$ cat src/rtl/spiker_reader_if.sv
// Core-side frame handshake between the spiker reader and the spiker core.
//   data_in : full spike vector, word i at [(i+1)*WIDTH-1 -: WIDTH]
//   valid   : data_in holds a frame
//   ready   : core accepts the frame this cycle
// master = reader (drives data_in/valid), slave = core (drives ready).
interface spiker_reader_if #(
  parameter int unsigned DATA_WIDTH = 800
);
  logic [DATA_WIDTH-1:0] data_in;
  logic                  valid;
  logic                  ready;

  modport master (output data_in, output valid, input ready);
  modport slave  (input data_in, input valid, output ready);
endinterface

$ cat src/rtl/spiker_reader.sv
// Register-to-core half of the spiker adapter.
// Software writes N_REG spike words into a shadow buffer; a start command with every word
// present copies the buffer (bits >= N_SPIKES zeroed) into the output register, which is then
// offered to the core over a valid/ready handshake. The shadow can be refilled while a frame
// is pending, and a start in the handshake cycle re-arms back-to-back.
// Ports:
//   clk_i, rst_ni   clock, asynchronous active-low reset
//   wr_en_i/wr_idx_i/wr_data_i   spike word write from the register file
//   start_i         single-cycle arm command
//   clear_i         synchronous soft clear (state, valid, mask, errors)
//   core_if         frame handshake to the core (data_in/valid out, ready in)
//   done_o          1-cycle pulse after each completed handshake
//   busy_o          frame pending
//   loaded_mask_o   bit i = word i written since last arm/clear
//   err_o           sticky: [0] bad index, [1] start with incomplete mask,
//                   [2] start while pending without a handshake
//   frame_cnt_o     completed handshakes, wrapping
module spiker_reader #(
  parameter int unsigned WIDTH      = 32,
  parameter int unsigned N_SPIKES   = 784,
  parameter int unsigned N_REG      = 25,
  parameter int unsigned DATA_WIDTH = 800,
  parameter int unsigned CNT_WIDTH  = 16,
  localparam int unsigned IdxW      = $clog2(N_REG) + 1
) (
  input  logic                  clk_i,
  input  logic                  rst_ni,
  input  logic                  wr_en_i,
  input  logic [IdxW-1:0]       wr_idx_i,
  input  logic [WIDTH-1:0]      wr_data_i,
  input  logic                  start_i,
  input  logic                  clear_i,
  spiker_reader_if.master       core_if,
  output logic                  done_o,
  output logic                  busy_o,
  output logic [N_REG-1:0]      loaded_mask_o,
  output logic [2:0]            err_o,
  output logic [CNT_WIDTH-1:0]  frame_cnt_o
);

  if (N_REG * WIDTH != DATA_WIDTH) begin : g_bad_width
    $error("spiker_reader: N_REG*WIDTH must equal DATA_WIDTH");
  end
  if (N_SPIKES > DATA_WIDTH) begin : g_bad_spikes
    $error("spiker_reader: N_SPIKES must not exceed DATA_WIDTH");
  end

  // Padding bits above the meaningful spikes are always presented as 0.
  localparam logic [DATA_WIDTH-1:0] SpikeMask =
      (N_SPIKES >= DATA_WIDTH) ? {DATA_WIDTH{1'b1}}
                               : ((DATA_WIDTH'(1) << N_SPIKES) - DATA_WIDTH'(1));

  typedef enum logic [0:0] {StCollect, StPresent} state_e;

  state_e                 state_q, state_d;
  logic [N_REG-1:0]       mask_q, mask_d;
  logic [2:0]             err_q, err_d;
  logic [DATA_WIDTH-1:0]  data_q, data_d;
  logic [CNT_WIDTH-1:0]   cnt_q, cnt_d;
  logic                   done_q, done_d;

  logic [WIDTH-1:0]       shadow_q [N_REG];
  logic [DATA_WIDTH-1:0]  shadow_flat;

  logic valid;
  logic hs;
  logic idx_ok;
  logic arm;

  assign valid  = (state_q == StPresent);
  assign hs     = valid & core_if.ready;
  assign idx_ok = (wr_idx_i < IdxW'(N_REG));
  // A pending frame may only be replaced in the cycle it is consumed.
  assign arm    = start_i & (&mask_q) & ((state_q == StCollect) | hs);

  always_comb begin
    shadow_flat = '0;
    for (int i = 0; i < N_REG; i++) begin
      shadow_flat[i*WIDTH +: WIDTH] = shadow_q[i];
    end
  end

  // Shadow has no reset; its contents are meaningless until the mask says otherwise.
  // Writes land after the arm copy because the copy reads the pre-edge value.
  always_ff @(posedge clk_i) begin
    if (wr_en_i && !clear_i) begin
      for (int i = 0; i < N_REG; i++) begin
        if (wr_idx_i == IdxW'(i)) shadow_q[i] <= wr_data_i;
      end
    end
  end

  always_comb begin
    state_d = state_q;
    mask_d  = mask_q;
    err_d   = err_q;
    data_d  = data_q;
    cnt_d   = cnt_q;
    done_d  = 1'b0;
    if (clear_i) begin
      state_d = StCollect;
      mask_d  = '0;
      err_d   = '0;
    end else begin
      if (arm) begin
        data_d  = shadow_flat & SpikeMask;
        mask_d  = '0;
        state_d = StPresent;
      end else if (start_i) begin
        if (state_q == StPresent && !hs) err_d[2] = 1'b1;
        else                             err_d[1] = 1'b1;
      end
      if (hs) begin
        done_d = 1'b1;
        cnt_d  = cnt_q + 1'b1;
        if (!arm) state_d = StCollect;
      end
      // Applied after the arm clear so a write in the arm cycle survives in the mask.
      if (wr_en_i) begin
        if (idx_ok) begin
          for (int i = 0; i < N_REG; i++) begin
            if (wr_idx_i == IdxW'(i)) mask_d[i] = 1'b1;
          end
        end else begin
          err_d[0] = 1'b1;
        end
      end
    end
  end

  always_ff @(posedge clk_i or negedge rst_ni) begin
    if (!rst_ni) begin
      state_q <= StCollect;
      mask_q  <= '0;
      err_q   <= '0;
      data_q  <= '0;
      cnt_q   <= '0;
      done_q  <= 1'b0;
    end else begin
      state_q <= state_d;
      mask_q  <= mask_d;
      err_q   <= err_d;
      data_q  <= data_d;
      cnt_q   <= cnt_d;
      done_q  <= done_d;
    end
  end

  assign core_if.data_in = data_q;
  assign core_if.valid   = valid;
  assign done_o          = done_q;
  assign busy_o          = valid;
  assign loaded_mask_o   = mask_q;
  assign err_o           = err_q;
  assign frame_cnt_o     = cnt_q;

endmodule

$ cat src/flat_wrapper.sv
// flat-port wrapper written by rule: the top's interface ports become plain ports
module spiker_reader_flat 
#(
  parameter int unsigned WIDTH      = 32,
  parameter int unsigned N_SPIKES   = 784,
  parameter int unsigned N_REG      = 25,
  parameter int unsigned DATA_WIDTH = 800,
  parameter int unsigned CNT_WIDTH  = 16,
  localparam int unsigned IdxW      = $clog2(N_REG) + 1
)
  (clk_i, rst_ni, wr_en_i, wr_idx_i, wr_data_i, start_i, clear_i, done_o, busy_o, loaded_mask_o, err_o, frame_cnt_o, core_if_data_in, core_if_valid, core_if_ready);
  spiker_reader_if #(.DATA_WIDTH(DATA_WIDTH)) core_if_i ();
  input  logic clk_i;
  input  logic rst_ni;
  input  logic wr_en_i;
  input  logic [IdxW-1:0] wr_idx_i;
  input  logic [WIDTH-1:0] wr_data_i;
  input  logic start_i;
  input  logic clear_i;
  output logic done_o;
  output logic busy_o;
  output logic [N_REG-1:0] loaded_mask_o;
  output logic [2:0] err_o;
  output logic [CNT_WIDTH-1:0] frame_cnt_o;
  output wire logic [$bits(core_if_i.data_in)-1:0] core_if_data_in;
  output wire logic [$bits(core_if_i.valid)-1:0] core_if_valid;
  input wire logic [$bits(core_if_i.ready)-1:0] core_if_ready;
  assign core_if_data_in = core_if_i.data_in;
  assign core_if_valid = core_if_i.valid;
  assign core_if_i.ready = core_if_ready;
  spiker_reader #(.WIDTH(WIDTH), .N_SPIKES(N_SPIKES), .N_REG(N_REG), .DATA_WIDTH(DATA_WIDTH), .CNT_WIDTH(CNT_WIDTH)) u_core (.clk_i(clk_i), .rst_ni(rst_ni), .wr_en_i(wr_en_i), .wr_idx_i(wr_idx_i), .wr_data_i(wr_data_i), .start_i(start_i), .clear_i(clear_i), .core_if(core_if_i), .done_o(done_o), .busy_o(busy_o), .loaded_mask_o(loaded_mask_o), .err_o(err_o), .frame_cnt_o(frame_cnt_o));
endmodule
$ cat config.mk
export PLATFORM = sky130hd
export DESIGN_NAME = spiker_reader_flat
export DESIGN_NICKNAME = d
export VERILOG_FILES = /design/src/rtl/spiker_reader_if.sv /design/src/rtl/spiker_reader.sv /design/src/flat_wrapper.sv
export SDC_FILE = /design/constraint.sdc
export NUM_CORES = 2
export LEC_CHECK = 0
export ABC_AREA = 1
export CAP_MARGIN = 10
export CORE_ASPECT_RATIO = 0.6
export CORE_MARGIN = 4
export CORE_UTILIZATION = 55
export CTS_BUF_LIST = sky130_fd_sc_hd__clkbuf_16
export DETAILED_ROUTE_END_ITERATION = 10
export DONT_BUFFER_PORTS = 1
export PLACE_DENSITY = 0.73
export SYNTH_ARGS = -nofsm -noshare
export SYNTH_HDL_FRONTEND = slang
export SYNTH_SLANG_ARGS = --single-unit
export TNS_END_PERCENT = 20
$ cat constraint.sdc
create_clock -name clk_i -period 1.7 [get_ports clk_i]
set_input_delay 0.34 -clock clk_i [delete_from_list [all_inputs] [get_ports clk_i]]
set_output_delay 0.34 -clock clk_i [all_outputs]
set_load 0.02 [all_outputs]
==> results_dict.tcl <==
set metrics [dict create \
    outcome "finished with violations" \
    violations "negative hold slack, negative setup slack" \
    cts.sinks 1614 \
    final_cell_mix "nand2_1 (1595), dfrtp_1 (830), nand3_1 (817)" \
    yosysSeqAreaShare 0.7791 \
    grt_usage 0.3280 \
    criticalPathCategory "reg -> reg" \
    path_buf_inv 4 \
    globalplace.congestion 0.8844 \
    maxSlewViolCount 0 \
    utilization 0.6501 \
    fin_area_um2 66760 \
    portBuffers 0 \
    area_growth_pct 17.38 \
    drive_above_1_share 0.1103 \
    clkTransAtPathRegs_ps 80 \
    yosys_register_bits 1614 \
    fin_skew_ps 32.69 \
    whs_ps -752.3 \
    syn_area_per_cell_um2 12.64 \
    viasPerCell 6.113 \
    core_region_area_um2 102700 \
    path_delay_family "simple AND/OR/NAND/NOR gates" \
    clock_latency_ps 780 \
    clock_path_buffers 3 \
    grt_pass1_wl_um 257100 \
    grt_overflow 0 \
    ios 891 \
    numCtsBuffers 140 \
    reg2reg_depth 11 \
    first_iter_violations 6191 \
    crit_path_start_kind "flop" \
    wire_per_inst_um 29.59 \
    dieArea_um2 108800 \
    ant_nets 0 \
    critPathSlowestCell "dfrtp_1" \
    die_y_um 257.1 \
    ys_warn_count 0 \
    cts_tree "built" \
    vias 37967 \
    setup_ws_ps -218.2 \
    htreeDepth 4 \
    dieWidth_um 423.2 \
    max_freq_mhz 521.3 \
    period_share 1.128 \
    drv_cap 0 \
    powerDensity_nw_per_um2 1133 \
    cp-end-kind "flop" \
    period_needed_ps 1918 \
    critPathMaxStageDelay_ps 350 \
    slew_headroom 0.1616 \
    multiInputGateArea_um2 11110 \
    final_common_cell "nand2_1" \
    cp_common_cell "nand2_1" \
    synthCells 4501 \
    wl_um 183800 \
    root_buffer "clkbuf_16" \
    nets 4731 \
    dpl_cell_area_um2 59530 \
    grt_pass1_vias 35883 \
    dp_slack_ps -199.5 \
    arrival_ps 2560 \
    setup_viol 855 \
    hold_viol_final 462 \
    critPathRequiredTime_ps 2350 \
    path_cells "nand2_1 -> nor2_1 -> nand2_1 -> nor2_4 -> nand4_1 -> buf_6 -> buf_12 -> buf_16 -> buf_12 -> nand2_1 -> nand2_1" \
    min_path_type "in -> async" \
    rrSetupSlack_ps -220 \
    synth_cell_type_count 27 \
    drc 0 \
    fillers 7041 \
    cp_max_fo 31 \
    start_util 0.5538 \
    hpwl_um 99610 \
    syn-cell-area_um2 56880 \
    regArea_um2 44310 \
    p_leak_uw 0.03043 \
    cp.depth 11 \
    grt_antenna_before_repair 20 \
    worstMarginPinSlew_ps 1258 \
    dr.pass1.iters 6 \
    ir_drop_uv 1131 \
    grt_max_degree 831 \
    rsz0062_at_grt "true" \
    num_rows 91 \
]
## registers in the layout (all words and copies together), names as in the netlist
signal,count
u_core.busy_o,1
u_core.shadow_q,784
u_core.loaded_mask_o,25
u_core.core_if.data_in,784
u_core.frame_cnt_o,16
u_core.done_o,1
u_core.err_o,3
## cell families (layout without fill, tap and decap cells)
logic type	Yosys count	after routing	synth area share
other	1	27	0.00006593
XOR/XNOR	13	13	0.002002
AND/OR/NAND/NOR	2518	2518	0.1850
adder cells (fa/ha/maj)	1	1	0.0002200
AO/OA/AOI/OAI	21	21	0.001892
buffers and inverters	333	622	0.03168
flip-flops	1614	1614	0.7791
## path summary, 6_finish.rpt
kind,start,to
max,u_core.loaded_mask_o[19]$_DFF_PN0_,u_core.core_if.data_in[295]$_DFFE_PN0P_
min,rst_ni,u_core.core_if.data_in[484]$_DFFE_PN0P_
max reg2reg,u_core.loaded_mask_o[19]$_DFF_PN0_,u_core.core_if.data_in[295]$_DFFE_PN0P_
min reg2reg,u_core.shadow_q[15][25]$_DFFE_PP_,u_core.core_if.data_in[505]$_DFFE_PN0P_
max in group asynchronous,rst_ni,u_core.core_if.data_in[296]$_DFFE_PN0P_
min in group clk_i,clear_i,u_core.frame_cnt_o[5]$_DFFE_PN0P_
## layout make-up
class | instances | area share
repair buffers | 312 | 0.07094
inverters | 48 | 0.003542
multi-input cells | 2569 | 0.1665
well taps | 1395 | 0.02614
diodes | 11 | 0.0004123
clock inverters | 118 | 0.01505
flip-flops and latches | 1614 | 0.6637
clock buffers | 143 | 0.05360
repair inverters | 1 | 0.00009371
## cell usage after synthesis (all sizes together)
| master | instances | area [um^2] |
|---|---|---|
| buf | 138 | 1062 |
| ha | 1 | 12.51 |
| inv | 47 | 176.4 |
| a21oi | 4 | 20.02 |
| edfxtp | 784 | 23540 |
| conb | 1 | 3.750 |
| nor4 | 1 | 6.260 |
| xor2 | 8 | 70.07 |
| nor2 | 53 | 203.9 |
| dfrtp | 830 | 20770 |
| nand4 | 5 | 31.28 |
| clkbuf | 147 | 559.3 |
| nand3 | 825 | 4139 |
| o21ai | 16 | 80.08 |
| o21bai | 1 | 7.510 |
| nor3 | 8 | 40.04 |
| nand2 | 1626 | 6103 |
| clkinv | 1 | 3.750 |
| xnor2 | 5 | 43.79 |
## per-stage QoR
step	setup TNS, ps	power (uW)	instances
finish	-96030	75630	6211
CTS	-77830	75240	6177
detailed placement	-95020	42470	5807
floorplan	-150800	42330	4516
global placement	-44170	42460	5807
global route	-203890	77570	6201
## power by group
group | internal [uW] | total, uW | switching [uW]
registers | 41100 | 41100 | 32.8
clock network | 17600 | 32400 | 14800
logic | 412 | 2110 | 1700
## routing by layer
metal / part of all wire / global-route usage / up-vias
li1: - / - / 15523
met2: 0.46 / 0.4837 / 3071
met4: 0.050 / 0.1605 / 2
met5: 0.000071 / 0 / -
met1: 0.35 / 0.4358 / 18876
met3: 0.15 / 0.1199 / 495
## timing repair
action / CTS / global route
setup endpoints to repair: 847 / 912
cloned: 14 / 9
pin swaps: 3 / 19
hold endpoints to repair: 1654 / 471
resized for setup: 38 / 40
setup buffers: 8 / 9
hold buffers: 87 / 2
No activity file was read; power rests on OpenSTA's default activity.
